--- src/rtl/lsu_data_if.sv ---
// lsu_data_if: core-side load/store initiator for the data-memory req/gnt/rvalid port.
// One access outstanding at a time. Store byte enables and lane-replicated write data are
// built per byte lane. Load data is aligned and extended on the way back. Misaligned or
// illegal accesses and memory timeouts complete with an error pulse.

// Per-byte-lane store formatting: picks this lane's enable and source byte for the access size.
module lsu_data_lane #(
  parameter int LANE = 0
) (
  input  logic [1:0] typ,
  input  logic [1:0] off,
  input  logic [7:0] byte_src,
  input  logic [7:0] half_src,
  input  logic [7:0] word_src,
  output logic       be,
  output logic [7:0] wbyte
);

  localparam logic [1:0] IDX = 2'(LANE);

  // Byte hits one lane and is replicated to all lanes.
  // Half hits the upper or lower lane pair, and the halfword is replicated.
  // Word hits every lane.
  always_comb begin
    be    = 1'b0;
    wbyte = word_src;
    case (typ)
      2'b00: begin
        be    = (off == IDX);
        wbyte = byte_src;
      end
      2'b01: begin
        be    = (off[1] == IDX[1]);
        wbyte = half_src;
      end
      2'b10: begin
        be    = 1'b1;
        wbyte = word_src;
      end
      default: ;
    endcase
  end

endmodule

module lsu_data_if #(
  parameter int MEM_ADDR_WIDTH = 5,
  parameter int TIMEOUT_CYCLES = 255
) (
  input  logic                      clk_i,
  input  logic                      rst_ni,
  input  logic                      lsu_req_i,
  input  logic                      lsu_we_i,
  input  logic [1:0]                lsu_type_i,
  input  logic                      lsu_sign_ext_i,
  input  logic [31:0]               lsu_addr_i,
  input  logic [31:0]               lsu_wdata_i,
  output logic                      lsu_busy_o,
  output logic                      lsu_rvalid_o,
  output logic [31:0]               lsu_rdata_o,
  output logic                      lsu_err_o,
  output logic                      data_req_o,
  output logic [MEM_ADDR_WIDTH-1:0] data_addr_o,
  output logic                      data_we_o,
  output logic [3:0]                data_be_o,
  output logic [31:0]               data_wdata_o,
  input  logic                      data_gnt_i,
  input  logic                      data_rvalid_i,
  input  logic [31:0]               data_rdata_i
);

  localparam int NUM_LANES = 4;
  // The counter only ever has to reach TIMEOUT_CYCLES-1: that is the last wait cycle.
  localparam int CNT_W = (TIMEOUT_CYCLES > 1) ? $clog2(TIMEOUT_CYCLES) : 1;
  localparam logic [CNT_W-1:0] TO_LAST = CNT_W'((TIMEOUT_CYCLES > 0) ? TIMEOUT_CYCLES - 1 : 0);

  typedef enum logic [2:0] {
    IDLE        = 3'd0,
    WAIT_GNT    = 3'd1,
    WAIT_RVALID = 3'd2,
    ERR         = 3'd3,
    DONE        = 3'd4
  } state_e;

  state_e state_q, state_d;

  logic                          we_q;
  logic [1:0]                    type_q;
  logic                          sign_q;
  logic [1:0]                    off_q;
  logic [MEM_ADDR_WIDTH-1:0]     waddr_q;
  logic [3:0]                    be_q;
  logic [31:0]                   wdata_q;
  logic [31:0]                   rdata_q;
  logic [CNT_W-1:0]              cnt_q;

  logic                          accept;
  logic                          req_legal;
  logic                          tmo_hit;
  logic                          ld_cap;
  logic [NUM_LANES-1:0]          lane_be;
  logic [NUM_LANES-1:0][7:0]     lane_wdata;
  logic [31:0]                   ld_shift;
  logic [31:0]                   ld_ext;

  // Address bits above the data RAM's word index are not decoded.
  logic                          unused_addr_hi;
  assign unused_addr_hi = ^lsu_addr_i[31:MEM_ADDR_WIDTH+2];

  assign accept = (state_q == IDLE) && lsu_req_i;

  // Completion in the same cycle as the last allowed wait cycle wins over the abort.
  assign tmo_hit = (TIMEOUT_CYCLES != 0) && (cnt_q == TO_LAST);

  // Load data is taken only on a real completion: a same-cycle gnt+rvalid, or rvalid after gnt.
  assign ld_cap = !we_q && data_rvalid_i &&
                  (((state_q == WAIT_GNT) && data_gnt_i) || (state_q == WAIT_RVALID));

  // Store formatting lanes work on the raw request, so the result is registered at capture.
  genvar gi;
  generate
    for (gi = 0; gi < NUM_LANES; gi++) begin : g_lane
      lsu_data_lane #(.LANE(gi)) u_lane (
        .typ      (lsu_type_i),
        .off      (lsu_addr_i[1:0]),
        .byte_src (lsu_wdata_i[7:0]),
        .half_src (lsu_wdata_i[8*(gi%2) +: 8]),
        .word_src (lsu_wdata_i[8*gi +: 8]),
        .be       (lane_be[gi]),
        .wbyte    (lane_wdata[gi])
      );
    end
  endgenerate

  // Alignment check of the incoming request.
  always_comb begin
    req_legal = 1'b0;
    case (lsu_type_i)
      2'b00:   req_legal = 1'b1;
      2'b01:   req_legal = ~lsu_addr_i[0];
      2'b10:   req_legal = (lsu_addr_i[1:0] == 2'b00);
      default: req_legal = 1'b0;
    endcase
  end

  // Capture the request. All memory-side outputs come from these registers.
  always_ff @(posedge clk_i or negedge rst_ni) begin
    if (!rst_ni) begin
      we_q    <= 1'b0;
      type_q  <= 2'b00;
      sign_q  <= 1'b0;
      off_q   <= 2'b00;
      waddr_q <= '0;
      be_q    <= 4'b0000;
      wdata_q <= 32'h0;
    end else if (accept) begin
      we_q    <= lsu_we_i;
      type_q  <= lsu_type_i;
      sign_q  <= lsu_sign_ext_i;
      off_q   <= lsu_addr_i[1:0];
      waddr_q <= lsu_addr_i[MEM_ADDR_WIDTH+1:2];
      be_q    <= req_legal ? lane_be : 4'b0000;
      wdata_q <= lane_wdata;
    end
  end

  // Timeout counter: cleared on request capture and advanced on every wait cycle.
  always_ff @(posedge clk_i or negedge rst_ni) begin
    if (!rst_ni) begin
      cnt_q <= '0;
    end else if (accept) begin
      cnt_q <= '0;
    end else if ((TIMEOUT_CYCLES != 0) &&
                 ((state_q == WAIT_GNT) || (state_q == WAIT_RVALID))) begin
      cnt_q <= cnt_q + 1'b1;
    end
  end

  // Align the returned word to the accessed byte or halfword, then extend it.
  always_comb begin
    ld_shift = data_rdata_i;
    ld_ext   = data_rdata_i;
    case (type_q)
      2'b00: begin
        ld_shift = data_rdata_i >> {off_q, 3'b000};
        ld_ext   = {{24{sign_q & ld_shift[7]}}, ld_shift[7:0]};
      end
      2'b01: begin
        ld_shift = data_rdata_i >> {off_q[1], 4'b0000};
        ld_ext   = {{16{sign_q & ld_shift[15]}}, ld_shift[15:0]};
      end
      default: begin
        ld_shift = data_rdata_i;
        ld_ext   = ld_shift;
      end
    endcase
  end

  // Load result register. It is cleared per access, so stores and errors return zero.
  always_ff @(posedge clk_i or negedge rst_ni) begin
    if (!rst_ni) begin
      rdata_q <= 32'h0;
    end else if (accept) begin
      rdata_q <= 32'h0;
    end else if (ld_cap) begin
      rdata_q <= ld_ext;
    end
  end

  // FSM state register.
  always_ff @(posedge clk_i or negedge rst_ni) begin
    if (!rst_ni) state_q <= IDLE;
    else         state_q <= state_d;
  end

  // FSM next state. gnt/rvalid are only looked at while an access is waiting on them.
  always_comb begin
    state_d = state_q;
    case (state_q)
      IDLE: begin
        if (lsu_req_i) state_d = req_legal ? WAIT_GNT : ERR;
      end
      WAIT_GNT: begin
        if (data_gnt_i && (we_q || data_rvalid_i)) state_d = DONE;
        else if (tmo_hit)                          state_d = ERR;
        else if (data_gnt_i)                       state_d = WAIT_RVALID;
      end
      WAIT_RVALID: begin
        if (data_rvalid_i) state_d = DONE;
        else if (tmo_hit)  state_d = ERR;
      end
      ERR:     state_d = IDLE;
      DONE:    state_d = IDLE;
      default: state_d = IDLE;
    endcase
  end

  // FSM outputs: all of them depend on state only, so reset clears them immediately.
  always_comb begin
    data_req_o   = 1'b0;
    lsu_busy_o   = 1'b1;
    lsu_rvalid_o = 1'b0;
    lsu_err_o    = 1'b0;
    lsu_rdata_o  = 32'h0;
    case (state_q)
      IDLE:     lsu_busy_o = 1'b0;
      WAIT_GNT: data_req_o = 1'b1;
      ERR: begin
        lsu_rvalid_o = 1'b1;
        lsu_err_o    = 1'b1;
      end
      DONE: begin
        lsu_rvalid_o = 1'b1;
        lsu_rdata_o  = rdata_q;
      end
      default: ;
    endcase
  end

  assign data_addr_o  = waddr_q;
  assign data_we_o    = we_q;
  assign data_be_o    = be_q;
  assign data_wdata_o = wdata_q;

endmodule

--- config.mk ---
export PLATFORM = sky130hd
export DESIGN_NAME = lsu_data_if
export DESIGN_NICKNAME = d
export VERILOG_FILES = /design/src/rtl/lsu_data_if.sv
export SDC_FILE = /design/constraint.sdc
export NUM_CORES = 1
export LEC_CHECK = 0
export CAP_MARGIN = 20
export CORE_ASPECT_RATIO = 0.7
export CORE_MARGIN = 1.5
export CORE_UTILIZATION = 44
export DETAILED_ROUTE_END_ITERATION = 7
export GPL_ROUTABILITY_DRIVEN = 0
export HOLD_SLACK_MARGIN = 0.12
export PLACE_DENSITY = 0.87
export SKIP_LAST_GASP = 1
export SYNTH_ARGS = -nofsm -noshare
export SYNTH_HDL_FRONTEND = slang
export SYNTH_SLANG_ARGS = --single-unit
--- constraint.sdc ---
create_clock -name clk_i -period 2 [get_ports clk_i]
set_input_delay 0.2 -clock clk_i [delete_from_list [all_inputs] [get_ports clk_i]]
set_output_delay 0.2 -clock clk_i [all_outputs]
set_load 0.03 [all_outputs]
; Yosys cells after proc, flatten, opt, wreduce, memory -nomap -nowiden
; Cells that the tools add are included.
[word_totals]
reg_bits = 90
latch_bits = 0
mem_bits_rw = 0
mem_bits_ro = 0
output_inout_bits = 78
wordCells = 76
memories = 0
[classes]
n_addsub = 1
n_mul = 0
div_mod_pow = 0
order_cmp = 0
n_eq_ne = 14
shifts = 2
muxes = 27
n_bitwise = 4
n_reduce_logical = 18
[op_table]
columns = cell, n
row1 = 32-bit 2-to-1 mux, 3
row2 = 32-bit case mux with 2 select lines, 1
row3 = 8-bit 2-to-1 mux, 4
row4 = 32-bit by 5-bit right shift with 16-bit output, 1
row5 = 32-bit by 5-bit right shift with 8-bit output, 1
row6 = 3-bit 2-to-1 mux, 6
row7 = 8-bit case mux with 2 select lines, 1
row8 = 1-bit case mux with 3 select lines, 5
row9 = 3-bit case mux with 3 select lines, 1
row10 = 8-bit by 1-bit adder with 8-bit output (second input constant), 1
row11 = 8-bit == test (second input constant), 1
row12 = 2-bit by 1-bit == test with 1-bit output (second input constant), 3
row13 = 2-bit == test (second input constant), 3
row14 = 3-bit by 2-bit == test with 1-bit output (second input constant), 2
row15 = 2-bit zero test, 3
row16 = 1-bit logical AND, 5
row17 = 1-bit 2-to-1 mux, 4
row18 = 4-bit 2-to-1 mux, 1
row19 = 4-bit by 3-bit != test with 1-bit output (second input constant), 1
row20 = 2-bit nonzero test, 2
row21 = 2-bit OR reduction, 2
row22 = 3-bit by 1-bit == test with 1-bit output (second input constant), 1
row23 = 3-bit == test (second input constant), 1
row24 = 3-bit zero test, 1
row25 = other kinds (8), 12

; Logic depth before layout (Yosys ltp)
; Gate-level depths: netlist (run 1).
[logic_depth]
depth_word = 6
mapped_depth = 7

; Cells and area by module
; From an unflattened synthesis (run 1), not the netlist that was laid out.
[hier_totals]
cells_unflattened = 571
hier_area_um2 = 5163.7
[by_module_without_submodules]
columns = mod, n_inst, cells_per_inst, area_per_inst_um2
row1 = lsu_data_if, 1, 452, 4354.2
row2 = lsu_data_lane at g_lane[2].u_lane, 1, 31, 212.7
row3 = lsu_data_lane at g_lane[0].u_lane, 1, 30, 209.0
row4 = lsu_data_lane at g_lane[1].u_lane, 1, 29, 195.2
row5 = lsu_data_lane at g_lane[3].u_lane, 1, 29, 192.7

; Worst setup path after synthesis (run 1)
; OpenSTA, ideal clock, no wires.
[synth_path]
path_kind = flip-flop to output port
start = register state_q[0]
end = output lsu_rdata_o[10]
arrival_ps = 1473
slack_ps = 327
path_stages_with_launch = 5
path_buffers = 2
cell_sequence = dfrtp_1 buf_2 nor3b_1 clkbuf_1 and2_1
[synth_between]
elab_chain_cells = 2
[synth_lines]
columns = item, line_no
row1 = start: declaration, 85  ; state_e state_q, state_d;
row2 = start signal: assignment, 213  ; else state_q <= state_d;
row3 = 3-bit == test, 245  ; case (state_q)
row4 = 32-bit 2-to-1 mux, 245
row5 = end: declaration, 60  ; output logic [31:0] lsu_rdata_o,
; Every way passes these cells.

; Worst setup path after layout (run 1)
[layout_path]
start = register state_q[0]
end = output lsu_rdata_o[14]
; The elaborated chain is that of the path after synthesis.

==> results of run 1 <==
## power breakdown
group	switching [mW]	internal (mW)	total, mW
logic	2.93	2.01	4.94
clock network	0.811	0.878	1.69
registers	0.593	2.63	3.22
total	4.33	5.52	9.85
## path summary, 6_finish.rpt
check | startpoint | endpoint | slack (ns) | cells past startpoint
min in group asynchronous | rst_ni | cnt_q[7]$_DFFE_PN0P_ | 0.41 | 2
worst max-delay path | state_q[0]$_DFFE_PN0P_ | lsu_rdata_o[14] | -0.01 | 6
max in group asynchronous | rst_ni | data_addr_o[4]$_DFFE_PN0P_ | 0.95 | 3
worst min-delay path | lsu_addr_i[2] | data_addr_o[0]$_DFFE_PN0P_ | 0.38 | 3
worst min register to register | cnt_q[6]$_DFFE_PN0P_ | cnt_q[6]$_DFFE_PN0P_ | 0.48 | 1
worst max register to register | state_q[0]$_DFFE_PN0P_ | rdata_q[2]$_DFFE_PN0P_ | 0.14 | 7
## per-stage QoR
stage / setup slack [ns] / std cells / util [%] / area [um2]
2_1_floorplan: 0.327 / 502 / - / 4700
3_3_place_gp: 0.0565 / 778 / 62.4 / 6470
3_5_place_dp: -0.0669 / 778 / 62.4 / 6470
4_1_cts: -0.0858 / 795 / 65.5 / 6780
5_1_grt: -0.0561 / 803 / 66.3 / 6870
6_report: -0.0106 / 803 / 66.3 / 6870
## cells in the mapped netlist (all sizes together) (4+ instances only)
master / instances
mux2i: 35
nand3: 6
clkbuf: 22
xnor2: 5
or3: 8
nor3: 4
a21oi: 20
nand2b: 7
o2bb2ai: 17
dfrtp: 90
and2: 34
a211oi: 19
a221o: 16
inv: 5
buf: 17
o21ai: 48
nand2: 93
nor2: 24
## metal layers
| metal | GRT usage (%) | share of wire [%] | routed length, um |
|---|---|---|---|
| met1 | 35.9 | 42 | 6550 |
| met2 | 42.9 | 46 | 7210 |
| met3 | 7.12 | 7.7 | 1200 |
| met4 | 13.0 | 3.6 | 567 |
| met5 | 0 | 0 | 0 |
## flip-flops by register name, indices dropped and copies added (netlist names)
register and cells:
sign_q 1, data_addr_o 5, data_be_o 4, state_q 3
rdata_q 32, data_we_o 1, cnt_q 8, type_q 2
data_wdata_o 32, off_q 2
## cell families after synthesis
| group | synth area share (%) |
|---|---|
| xor+xnor | 1.12 |
| simple gates | 19.7 |
| buf+inv | 4.16 |
| fa+ha+maj | 0.533 |
| compound gates | 19.1 |
| mux | 7.46 |
| flops | 47.9 |
## repair_timing
action                                 4_1_cts  5_1_grt
setup endpoints to repair                   36       46
gates cloned                                 0        2
endpoints found under the hold margin       32        0
resized for setup                            5        9
buffers inserted                             0        6
hold buffers                                 1        0
pin swaps                                    0        1
## worst min-delay path: cells and delay by family
family | cells | cell delay (ns)
buffers and inverters | 1 | 0.39
AND/OR/NAND/NOR | 2 | 0.10
## final cells by class
class | count | area (um2)
inverter | 5 | 18.8
clock buffer | 9 | 225
fill | 761 | 3490
timing repair buffer | 192 | 1850
clock inverter | 7 | 70.1
multi-input combinational | 368 | 2280
sequential | 90 | 2250
tap | 132 | 165
==> results.txt, run 1 <==
The clock reaches the later pin of the worst-skew pair after 0.35 ns. After detailed routing, the average wire length per cell comes to 19.3 um. The slowest stage of the critical path is the dfrtp_2 cell. The detailed-route wire length is 15500 um.

In this design, the largest share of critical-path delay is due to buffers and inverters. The clock transition time at the flip-flop clock pins of the worst setup and hold paths is 0.07 ns. The leading cell type in the layout, fill and taps excluded is clkdlybuf4s50_1. The final number of setup-violating endpoints is 2. The share of async-settable or async-resettable flops after synthesis is 100%. The buffer depth of the longest clock path is 2. The actual slew at the worst max-slew pin came out at 0.475 ns. The via count came out at 4654. Yosys attributes the largest share of cell area to dfrtp_1 (48%), mux2i_1 (7.5%), nand2_1 (7.4%).

The peak clock frequency supported by timing is 0.497 GHz. Averaged over all synthesized cells, the footprint is 9.36 um2. The number of port buffers is 157. The most common flop cell mapped by yosys is dfrtp_1.

The path type of the worst setup path is flop to output pin. CTS placed an instance of clkbuf_16 at the clock tree root. In this run the horizontal extent of the chip is 126 um. The critical path's largest stage delay is 0.43 ns. The number of top-level pins is 183. The count of H-tree levels built during CTS is 3. In this run the power density over the cells is 1440 nW/um2. The count of final max-slew check failures is 0.

The post-synth design cell area came out at 4700 um2. For the worst setup path, the data required time is 1.80 ns. The number of enable flip-flop cells after synthesis is 0.

The number of nets in the synthesized netlist is 609. The worst path in the final design needs a cycle of 2.01 ns, including I/O delays and setup. The pin count of the biggest net entering global routing came out at 42. The floorplan has 31 rows. The net count of the finished layout is 773. The top cell types in the final layout, fill and taps aside, are clkdlybuf4s50_1 (120), nand2_1 (92), dfrtp_1 (88), buf_4 (58), o21ai_0 (48). STA classifies the critical path startpoint as a flop. For this block, the initial DRC count from the detailed router was 483.

In this run the static leakage power is 3.08 nW. The distinct cell type count of the synthesized netlist came out at 45. For the worst setup path, the data arrival time is 1.81 ns. Across the routed clock network, the largest skew measured is 0.00818 ns. Compared with the post-synthesis result, the final layout area differs by 46.2%. The worst-case IR drop observed on VDD is 0.000945 V.

The first-pass GRT wire length is 24000 um. From bottom edge to top edge, the die measures 89.4 um. The worst hold path belongs to the class input pin to flop.

The largest fanout on the critical path came out at 9. The number of global-route vias before repair came to 4548. The number of buffers and inverters on the critical path is 4. Setup repair after global routing could not meet its margin everywhere.

The most frequent cell on the critical path is buf_4. The detailed-router iteration count before antenna repair is 7. The worst setup path is captured at an output pin.

For this run, design rule violations remaining after detail routing come to 0. The number of antenna violations at the first check in global routing is 0. The checks that failed: negative setup slack. The run finished, with violations left. The global-route usage over all layers is 27.3%. The number of antenna diodes is 0. The library cell occupying the most area in the post-synthesis netlist is dfrtp_1. The CTS tree is yes. The top cell type by area accounts for 47.9% of the synthesized area. The post-route worst setup slack came out at -0.0106 ns. For this design, the sink count on the clock tree is 90. The total global routing overflow is 0. The initial core utilization came out at 45.4%.

The number of nets still failing antenna checks after routing is 0. The floorplan die area is 11300 um2. The total core area is 10400 um2. The number of clock buffers inserted by TritonCTS is 9. The fraction of final layout cells sized beyond drive strength 1 is 14.5%. Walking the worst path, the cells encountered are buf_4, nor3b_4, buf_4, buf_6, and2_1, buf_12. The average vias per placed instance came out at 5.80.

The worst slew margin relative to its limit came out at 68.1%. After routing, the total negative slack on setup checks comes to -0.0109 ns. The cell count after synthesis is 502. The total chip power is 9.85 mW. The total number of yosys warnings came out at 0.

The tool flagged a number of max-cap violations equal to 0. The half-perimeter wire length of the detailed placement result is 11000 um. Sequential cells were found to cover 47.9% of the synthesized design area. The final worst hold slack came out at 0.378 ns. The number of failing hold endpoints at the final stage came out at 0. Of the available clock period, the critical path in the final layout requires 101%. After synthesis the netlist holds a flip-flop and latch count of 90.
Power figures use the tool's default switching activity.
==> run 2: changes to the inputs <==
ABC_AREA = 1   (was default)
CORE_UTILIZATION = 41   (was 44)
PLACE_DENSITY = 0.84   (was 0.87)
clock period = 1.6 ns   (was 2 ns; I/O delays follow)
==> results.txt, run 2 <==
The average wire per standard cell came out at 14.5 um (was 19.3 um). The critical path's largest stage delay is 0.42 ns (was 0.43 ns). RSZ-0062 raised after global routing: yes (unchanged). The actual slew at the worst max-slew pin was 0.572 ns (was 0.475 ns).

The number of top-level pins came out at 183 (unchanged). The cell count after synthesis was 722 (was 502). The detailed-route wire length was 15300 um (was 15500 um).

The total core area came to 11800 um2 (was 10400 um2). The library cell occupying the most area in the post-synthesis netlist is dfrtp_1 (unchanged). The clock latency reported for the late side of the worst-skew pair was 0.35 ns (about the same). Crit path cell chain: nor2_4, nand2_4, buf_12, nor2_1, buf_4 (was buf_4, nor3b_4, buf_4, buf_6, and2_1, buf_12). The first-pass GRT wire length came out at 23100 um (was 24000 um). The signal arrival time at the worst endpoint was 1.50 ns (was 1.81 ns). The fraction of final layout cells sized beyond drive strength 1 came to 14.0% (was 14.5%). The average vias per placed instance came out at 4.94 (was 5.80). The type of origin of the critical path was a flop (unchanged). The total global routing overflow is 0 (unchanged).

The half-perimeter wire length of the detailed placement result is 10400 um (was 11000 um). The buffer depth of the longest clock path came out at 2 (unchanged). The via count came out at 5222 (was 4654). Leading post-synthesis cells by instance count: nand2_1 (309), nor2_1 (96), dfrtp_1 (90) (was nand2_1 (93), dfrtp_1 (90), o21ai_0 (48)). The total clock sinks came out at 90 (unchanged). The floorplan die area came to 12900 um2 (was 11300 um2). The required time of the critical path came out at 1.44 ns (was 1.80 ns). The CTS tree is yes (unchanged).

Status: complete, but fails checks (unchanged). The type of destination of the critical path is an output pin (unchanged). The top cell type's share of synthesized area came out at 45.0% (was 47.9%). The part of the Yosys area used for sequential elements is 45.0% (was 47.9%). The global-route usage over all layers came out at 23.0% (was 27.3%). The final number of setup-violating endpoints was 11 (was 2). The area added between synthesis and finish is 47.8% (was 46.2%). The share of async-settable or async-resettable flops after synthesis is 100% (unchanged). The shortest period the worst path allows is 1.66 ns. The number of cell rows is 33 (was 31). The count of H-tree levels built during CTS came to 3 (unchanged). The instance area after placement came out at 6800 um2 (was 6470 um2). The initial detailed-routing violation count came to 287 (was 483). The cell chosen for the clock root is clkbuf_16 (unchanged). The post-route cell area came to 7400 um2 (was 6870 um2). The share of cell area taken by muxes after synthesis came out at 0% (was 7.46%). The post-route worst setup slack came out at -0.0616 ns (was -0.0106 ns). The number of clock buffers inserted by TritonCTS came out at 9 (unchanged). The clock transition time at the flip-flop clock pins of the worst setup and hold paths came out at 0.07 ns (about the same). The number of port buffers is 157 (unchanged).

The share of synthesized cell area in full adder, half adder and majority cells came out at 0.500% (was 0.533%). The path length in cells of the critical path is 5 (was 6). Area contributors post-synth: dfrtp_1 (45%), nand2_1 (23%), nor2_1 (7.2%) (was dfrtp_1 (48%), mux2i_1 (7.5%), nand2_1 (7.4%)). The net count of the finished layout came to 1002 (was 773).

The count of final max-slew check failures was 0 (unchanged). The number of antenna diodes is 0 (unchanged). The height of the chip is 95.4 um (was 89.4 um). The combinational family with the most area after synthesis is simple AND/OR/NAND/NOR gates (unchanged).

The number of buffers and inverters on the critical path came out at 2 (was 4). The distinct cell type count of the synthesized netlist came to 31 (was 45). The detailed-router iteration count before antenna repair came to 5 (was 7). The worst reg-to-reg path cell count is 8 (was 7).

The cell leakage power came to 3.80 nW (was 3.08 nW). The largest delay contributor family on the critical path is flip-flops (was buffers and inverters). The leading cell type in the layout, fill and taps excluded is nand2_1 (was clkdlybuf4s50_1).

The post-synth design cell area is 5000 um2 (was 4700 um2). The number of failing hold endpoints at the final stage came out at 0 (unchanged). The largest fanout on the critical path came out at 17 (was 9). Violated checks: negative setup slack (unchanged). The parity-gate share of the synthesized area counting xor and xnor cells is 0% (was 1.12%).

The number of max-cap violations came out at 0 (unchanged). The highest-delay cell along the critical path was dfrtp_2 (unchanged). The path type of the worst setup path is flop to output pin (unchanged). The per-instance average area after synthesis was 6.93 um2 (was 9.36 um2). The most frequent cell after synthesis is nand2_1 (unchanged). The initial core utilization is 42.4% (was 45.4%). The width of the die is 135 um (was 126 um). The total power per unit cell area is 1840 nW/um2 (was 1440 nW/um2). The remaining design rule violation count is 0 (unchanged). The number of antenna violations at the first check in global routing is 0 (unchanged). The peak clock frequency supported by timing came out at 0.602 GHz.

The final worst hold slack came out at 0.269 ns (was 0.378 ns). The total number of yosys warnings is 0 (unchanged). The most common flop cell mapped by yosys was dfrtp_1 (unchanged). Commonest cells after routing, fill and taps aside: nand2_1 (308), clkdlybuf4s50_1 (109), dfrtp_1 (89), nor2_1 (83), inv_1 (54) (was clkdlybuf4s50_1 (120), nand2_1 (92), dfrtp_1 (88), buf_4 (58), o21ai_0 (48)). The worst slew margin relative to its limit came out at 61.8% (was 68.1%). The post-synth net total came out at 829 (was 609). The simple-gate share of the synthesized area was 39.1% (was 19.7%). The peak supply drop is 0.00108 V (was 0.000945 V).

The number of global-route vias before repair is 4671 (was 4548). The classification of the worst-slack hold path is input pin to async pin (was input pin to flop). The share of the clock period used by the worst path came out at 104%.

The post-synthesis sequential element count is 90 (unchanged). The pin count of the biggest net entering global routing is 53 (was 42). The number of enable flip-flop cells after synthesis came out at 0 (unchanged). The compound-gate portion of the synthesized area was 7.18% (was 19.1%). The number of nets still failing antenna checks after routing came out at 0 (unchanged). The total chip power was 13.6 mW (was 9.85 mW).

The clock skew after layout came out at 0.0125 ns (was 0.00818 ns).
[run 2: cell types whose count changed after synthesis, moves of 15 or more]
cell       delta
nand2_1     +216
nor2_1       +73
inv_1        +50
nand3_1      +45
mux2i_1      -35
and2_1       -34
a211oi_1     -18
o2bb2ai_1    -17
a221o_1      -16
o21ai_0      -15
[run 2: final timing paths]
path / start / endpoint / slack (ns)
max: state_q[0]$_DFFE_PN0P_ / lsu_rdata_o[30] / -0.06
min: rst_ni / data_addr_o[0]$_DFFE_PN0P_ / 0.27
max reg2reg: state_q[0]$_DFFE_PN0P_ / rdata_q[28]$_DFFE_PN0P_ / 0.01
min reg2reg: data_addr_o[2]$_DFFE_PN0P_ / data_addr_o[2]$_DFFE_PN0P_ / 0.47
max in group asynchronous: rst_ni / state_q[0]$_DFFE_PN0P_ / 0.73
min in group clk_i: lsu_addr_i[4] / data_addr_o[2]$_DFFE_PN0P_ / 0.35
[run 2: worst register-to-register path, delay by kind of cell (launching register included)]
kind,cells,cell delay (ns)
and+or+nand+nor,3,0.32
AOI/OAI and AO/OA,2,0.28
DFF,1,0.42
buffers and inverters,3,0.44
[run 2: what timing repair did]
action / CTS / global route
hold buffers: 1 / 0
resized for setup: 13 / 45
hold endpoints to repair: 90 / 0
gates cloned: 0 / 5
endpoints found under the setup margin: 36 / 71
buffers inserted: 2 / 4
pin swaps: 0 / 3
[run 2: area by class of cell]
type / count / area [um2]
multi-input combinational: 540 / 2440
inverter: 61 / 235
clock buffer: 9 / 225
fill: 1044 / 4410
clock inverter: 7 / 78.8
tap: 157 / 196
sequential: 90 / 2250
timing repair buffer: 193 / 1970
[run 2: metal layers]
metal,vias to the layer above,GRT usage [%],routed length [um]
met3,34,7.66,1610
met2,240,35.0,6760
met5,-,0,0
met4,0,6.27,294
li1,2587,-,-
met1,2361,31.5,6690
[run 2: power breakdown]
| group | leakage (nW) | internal [mW] | switching, mW |
|---|---|---|---|
| clock | 0.138 | 1.22 | 0.956 |
| combinational | 2.51 | 2.90 | 4.54 |
| sequential | 1.15 | 3.30 | 0.663 |
[run 2: metrics by stage]
step / instances / TNS (ns) / utilization (%) / worst slack [ns]
after floorplan: 722 / 0 / - / 0.0852
after global placement: 1029 / 0 / 57.6 / 0.0305
after detailed placement: 1029 / -0.0703 / 57.6 / -0.0703
after CTS: 1048 / -0.133 / 60.7 / -0.0275
after global routing: 1057 / -3.56 / 62.6 / -0.120
final: 1057 / -0.196 / 62.6 / -0.0616
[run 2: logic make-up after synthesis]
logic type	count (synthesis)
and+or+nand+nor	476
AOI/OAI and AO/OA	61
buffers and inverters	93
adders and majority gates	2
DFF	90
==> variant 1: new RTL, config.mk and constraints of run 1 <==
Change the parameter `TIMEOUT_CYCLES` from 255 to 510.
--- a/src/rtl/lsu_data_if.sv
+++ b/src/rtl/lsu_data_if.sv
@@ -45,7 +45,7 @@
 
 module lsu_data_if #(
   parameter int MEM_ADDR_WIDTH = 5,
-  parameter int TIMEOUT_CYCLES = 255
+  parameter int TIMEOUT_CYCLES = 510
 ) (
   input  logic                      clk_i,
   input  logic                      rst_ni,
Formal check against the unedited RTL: same outputs for any inputs over 10 cycles, from zero or initial values and one cycle with rst_ni low; that may be too few to reach the edited logic, so the function may still have changed.
==> variant 1 against run 1 <==
- wire length shrank 2.4%
- total power rose by 2.5%
- area after synthesis rose by 3.0%
- design area rose by 3.5%
- setup slack improved by 89 ps
- maximum frequency up 4.6%
- first-iteration DRC count fell by 8.1%
- core utilization up 1.3 points
- sequential cell count rose by 1
==> variant 1: results (changes against run 1) <==
I/O Buffers - 157 (unchanged)
Syn Nets - 632 (+3.8%)
Pleak - 3.34 nW (+8.3%)
pin count of the biggest net entering global routing - 62 (+48%)
outcome - finished, final reports clean
via count - 4775 (+2.6%)
Finished Layout Cells - 842 (+4.9%)
number of synthesized flops with an enable pin - 0 (unchanged)
all-layer global routing usage - 0.268 (-0.00499)
first-iteration detailed-routing DRC count - 444 (-8.1%)
postcts setup bufs - 0 (unchanged)
total CTS buffers - 9 (unchanged)
Critical-path top delay cell - dfrtp_1
post-synthesis sequential area ratio - 0.471 (-0.00884)
Worst Path Max Fanout - 16 (+7)
routed len/inst - 18.0 um (-6.9%)
Crit Path Class - flop to flop
CTS clock-pin slew for the worst setup and hold paths - 60 ps
Max VDD drop - 0.000745 V (-21%)
Distinct cells, synth - 54 (+20%)
Synth top cells by count - 108 x nand2_1, 91 x dfrtp_1, 43 x o21ai_0
Async S/R FF share, synth - 1.00 (unchanged)
Max clock buf depth - 2 (unchanged)
Placed Area - 6790 sq um (+5.0%)
initial antenna violation count - 0 (unchanged)
max_slew headroom - 0.694 (+0.0122)
vias in the first global route - 4724 (+3.9%)
H-tree Lvls - 3 (unchanged)
number of fill cells in the layout - 809 (+6.3%)
Inserted Diodes - 0 (unchanged)
nets@finish - 797 (+3.1%)
Initial DRT Pass Iterations - 5 (-2)
hold crit path type - primary input to async pin
Post-Place Cells - 826 (+6.2%)
ranking of synthesized cells by area - dfrtp_1 47%, nand2_1 8.4%, mux2i_1 6.8%, o21ai_0 4.4%, and3_1 4.4%
Fin Clk Skew - 8.86 ps (+0.678 ps)
layout cells sized above 1 - 0.148 (+0.00385)
Synth Warn # - 0 (unchanged)
first-pass GRT wire length - 24.5 mm (+2.2%)
clk root buf - clkbuf_16
Gate Count Post-Synth - 525 (+4.6%)
Clock Latency Late Sink - 340 ps
Crit path largest cell delay - 500 ps (+70 ps)
Post-DP HPWL - 11.2 mm (+1.8%)
==> variant 1: changes by cell type in the layout (fill, tap and decap cells not counted), moves of 7 or more <==
cell / delta
and2_1: -32
and3_1: +33
nand2b_1: +7
a32o_1: +7
nand2_1: +16
a211oi_1: -15
o2bb2ai_1: -16
==> variant 1: final timing paths <==
| path | start | endpoint | slack (ps) | depth (start not counted) |
|---|---|---|---|---|
| worst max-delay path | state_q[1] | rdata_q[19] | 80 | 7 |
| worst min-delay path | rst_ni | rdata_q[18] | 280 | 2 |
| worst max register to register | state_q[1] | rdata_q[19] | 80 | 7 |
| worst min register to register | data_addr_o[1] | data_addr_o[1] | 480 | 2 |
| max in group asynchronous | rst_ni | data_wdata_o[0] | 1050 | 3 |
| min in group clk_i | lsu_addr_i[2] | data_addr_o[0] | 400 | 3 |
==> variant 1: per-layer routing <==
layer | vias up | GRT usage | part of all wire
met5 | - | 0 | 0
li1 | 2198 | - | -
met3 | 24 | 0.0699 | 0.073
met2 | 215 | 0.401 | 0.45
met4 | 0 | 0.0749 | 0.018
met1 | 2338 | 0.383 | 0.46
==> variant 1: power by group <==
group / internal [mW] / total, mW / switching (mW)
Combinational: 2.18 / 5.21 / 3.03
Clock: 0.997 / 1.70 / 0.704
Sequential: 2.61 / 3.19 / 0.588
==> variant 1: logic make-up after synthesis <==
family,Yosys count,share of synthesized area
simple gates,218,0.218
mux,39,0.0822
fa+ha+maj,2,0.00517
compound gates,123,0.176
xor+xnor,5,0.00905
flops,91,0.471
buf+inv,47,0.0388
==> variant 1: area by class of cell <==
| cell class | count | share of cell area |
|---|---|---|
| Timing Repair Buffer | 195 | 0.272 |
| Tap cell | 148 | 0.0261 |
| Multi-Input combinational cell | 387 | 0.336 |
| Sequential cell | 91 | 0.321 |
| Clock inverter | 4 | 0.00722 |
| Clock buffer | 11 | 0.0341 |
| Inverter | 6 | 0.00334 |
==> variant 1: timing repair <==
| action | 4_1_cts | 5_1_grt |
|---|---|---|
| hold buffers | 1 | 0 |
| setup endpoints to repair | 41 | 48 |
| resized for setup | 5 | 4 |
| endpoints found under the hold margin | 63 | 0 |
==> variant 1: through the flow <==
stage                     setup slack, ps  power (mW)   util  hold slack, ps
after detailed placement            -34.6        8.32  0.646            93.4
final                                78.2        10.1  0.676             283
after floorplan                      34.4        6.10      -           -95.6
after global routing                 3.51        10.7  0.676             307
after CTS                           -1.70        10.1  0.675             278
after global placement               16.3        8.11  0.646            83.5
==> variant 1: worst max-delay path: cells and delay by family, from the launching register on <==
family	cells	cell delay, ps
compound gates	2	500
buf+inv	3	620
flops	1	500
simple gates	2	220
==> variant 2: new RTL, flow settings as in run 1 <==
Without the edit above. Put a register stage on the output `lsu_err_o`, without a reset. The value now appears one clock later. The other outputs are not delayed to match.
--- a/src/rtl/lsu_data_if.sv
+++ b/src/rtl/lsu_data_if.sv
@@ -82,6 +82,8 @@
     DONE        = 3'd4
   } state_e;
 
+  logic lsu_err_d;
+
   state_e state_q, state_d;
 
   logic                          we_q;
@@ -240,14 +242,14 @@
     data_req_o   = 1'b0;
     lsu_busy_o   = 1'b1;
     lsu_rvalid_o = 1'b0;
-    lsu_err_o    = 1'b0;
+    lsu_err_d    = 1'b0;
     lsu_rdata_o  = 32'h0;
     case (state_q)
       IDLE:     lsu_busy_o = 1'b0;
       WAIT_GNT: data_req_o = 1'b1;
       ERR: begin
         lsu_rvalid_o = 1'b1;
-        lsu_err_o    = 1'b1;
+        lsu_err_d    = 1'b1;
       end
       DONE: begin
         lsu_rvalid_o = 1'b1;
@@ -262,5 +264,9 @@
   assign data_be_o    = be_q;
   assign data_wdata_o = wdata_q;
 
+  always_ff @(posedge clk_i) begin
+    lsu_err_o <= lsu_err_d;
+  end
+
 endmodule
 
Behaviour: not the same (a bounded check fails within 4 cycles, from zero or initial values and one cycle with rst_ni low).
==> variant 2 against run 1 <==
- setup slack better by 5.3 ps
- critical path depth fell by 1
- sequential power hardly changed
- sequential cell count increased by 1
- total power decreased by 0.89%
- area after synthesis is 0.43% higher
- the flow still finishes with violations (setup timing)
- design area fell by 0.29%
- wire length is 3.2% lower
- die area rose by 0.41%
- highest routed layer unchanged
==> variant 2: results (changes against run 1) <==
outcome - finished, violations left
failing checks - setup timing
number of fill cells in the layout - 771 (+1.3%)
Critical Path AT - 1810 ps (about the same)
vias per cell - 5.66 (-2.4%)
Fin Clk Skew - 11.3 ps (+3.10 ps)
first-pass GRT wire length - 22.2 mm (-7.5%)
M1 wire length - 6.59 mm (+0.64%)
worst slack at placement - -19.7 ps (+47.2 ps)
total negative slack - -5.28 ps (+5.65 ps)
setup ws final - -5.28 ps (+5.29 ps)
hold crit path type - primary input to async pin
ranking of synthesized cells by area - dfrtp_1 48%, mux2i_1 7.4%, nand2_1 7.4%, o21ai_0 5.1%, and2_1 4.5%
reg2reg end - data_be_o[2]
vias in the first global route - 4149 (-8.8%)
Pleak - 3.06 nW (-0.73%)
Post-Place Cells - 783 (+0.64%)
Max VDD drop - 0.000871 V (-7.7%)
first-iteration detailed-routing DRC count - 488 (+1.0%)
max_slew headroom - 0.610 (-0.0712)
final setup fails - 1 (-1)
pin count of the biggest net entering global routing - 69 (+64%)
Clock Latency Late Sink - 350 ps (about the same)
layout cells sized above 1 - 0.144 (-0.000215)
Initial DRT Pass Iterations - 5 (-2)
all-layer global routing usage - 0.255 (-0.0182)
Crit. Startpoint - state_q[1]
Worst Path Max Fanout - 5 (-4)
H-tree Lvls - 3 (unchanged)
Placed Area - 6500 sq um (+0.58%)
nets@finish - 774 (+0.13%)
post-synthesis sequential area ratio - 0.482 (+0.00221)
drt total wl - 15.0 mm (-3.2%)
Critical-path top delay cell - dfrtp_2
Hold Slack - 347 ps (-31.2 ps)
Syn Nets - 610 (+0.16%)
Mean Syn Cell Area - 9.38 sq um (+0.23%)
Post-DP HPWL - 11.0 mm (-0.28%)
Async S/R FF share, synth - 0.989 (-0.0110)
metal3 WL - 1.35 mm (+12%)
total CTS buffers - 9 (unchanged)
via count - 4548 (-2.3%)
Max clock buf depth - 2 (unchanged)
Reg2Reg Depth - 6 (-1)
CTS clock-pin slew for the worst setup and hold paths - 80 ps
met2 wire len - 6.79 mm (-5.9%)
Distinct cells, synth - 46 (+2.2%)
-- variant 2: cells by family after synthesis --
| family | Yosys count | share of synthesized area |
|---|---|---|
| simple gates | 193 | 0.196 |
| compound gates | 132 | 0.190 |
| mux | 35 | 0.0743 |
| xor+xnor | 6 | 0.0111 |
| fa+ha+maj | 2 | 0.00530 |
| buf+inv | 44 | 0.0414 |
| flops | 91 | 0.482 |
-- variant 2: cell type report --
cell class	instances	area [sq um]	share of cell area
sequential	91	2280	0.332
clock inverter	7	57.6	0.00841
timing repair buffer	192	1830	0.267
tap	132	165	0.0241
multi-input combinational	368	2280	0.333
inverter	5	18.8	0.00274
clock buffer	9	225	0.0329
-- variant 2: how the worst max path moves through the flow --
stage / to / slack (ps)
after detailed placement: rdata_q[7] / -20
final: lsu_rdata_o[16] / -5
after global routing: lsu_rdata_o[16] / -40
after global placement: rdata_q[13] / 40
after floorplan: lsu_rdata_o[10] / 330
after CTS: lsu_rdata_o[12] / -20
-- variant 2: what timing repair did --
| item | CTS | global route |
|---|---|---|
| endpoints found under the hold margin | 34 | 0 |
| pin swaps | 0 | 1 |
| setup endpoints to repair | 18 | 47 |
| setup buffers | 0 | 1 |
| hold buffers | 1 | 0 |
| resized for setup | 4 | 9 |
| gates cloned | 0 | 3 |
-- variant 2: layer usage --
| metal | GRT usage | vias to the layer above |
|---|---|---|
| met3 | 0.0652 | 33 |
| met4 | 0.0868 | 0 |
| li1 | - | 2110 |
| met2 | 0.393 | 252 |
| met5 | 0 | - |
| met1 | 0.355 | 2153 |
-- variant 2: where the power goes --
group | switching (mW) | internal (mW) | leakage (nW)
combinational | 2.89 | 2.00 | 1.75
clock | 0.784 | 0.863 | 0.135
sequential | 0.570 | 2.65 | 1.17
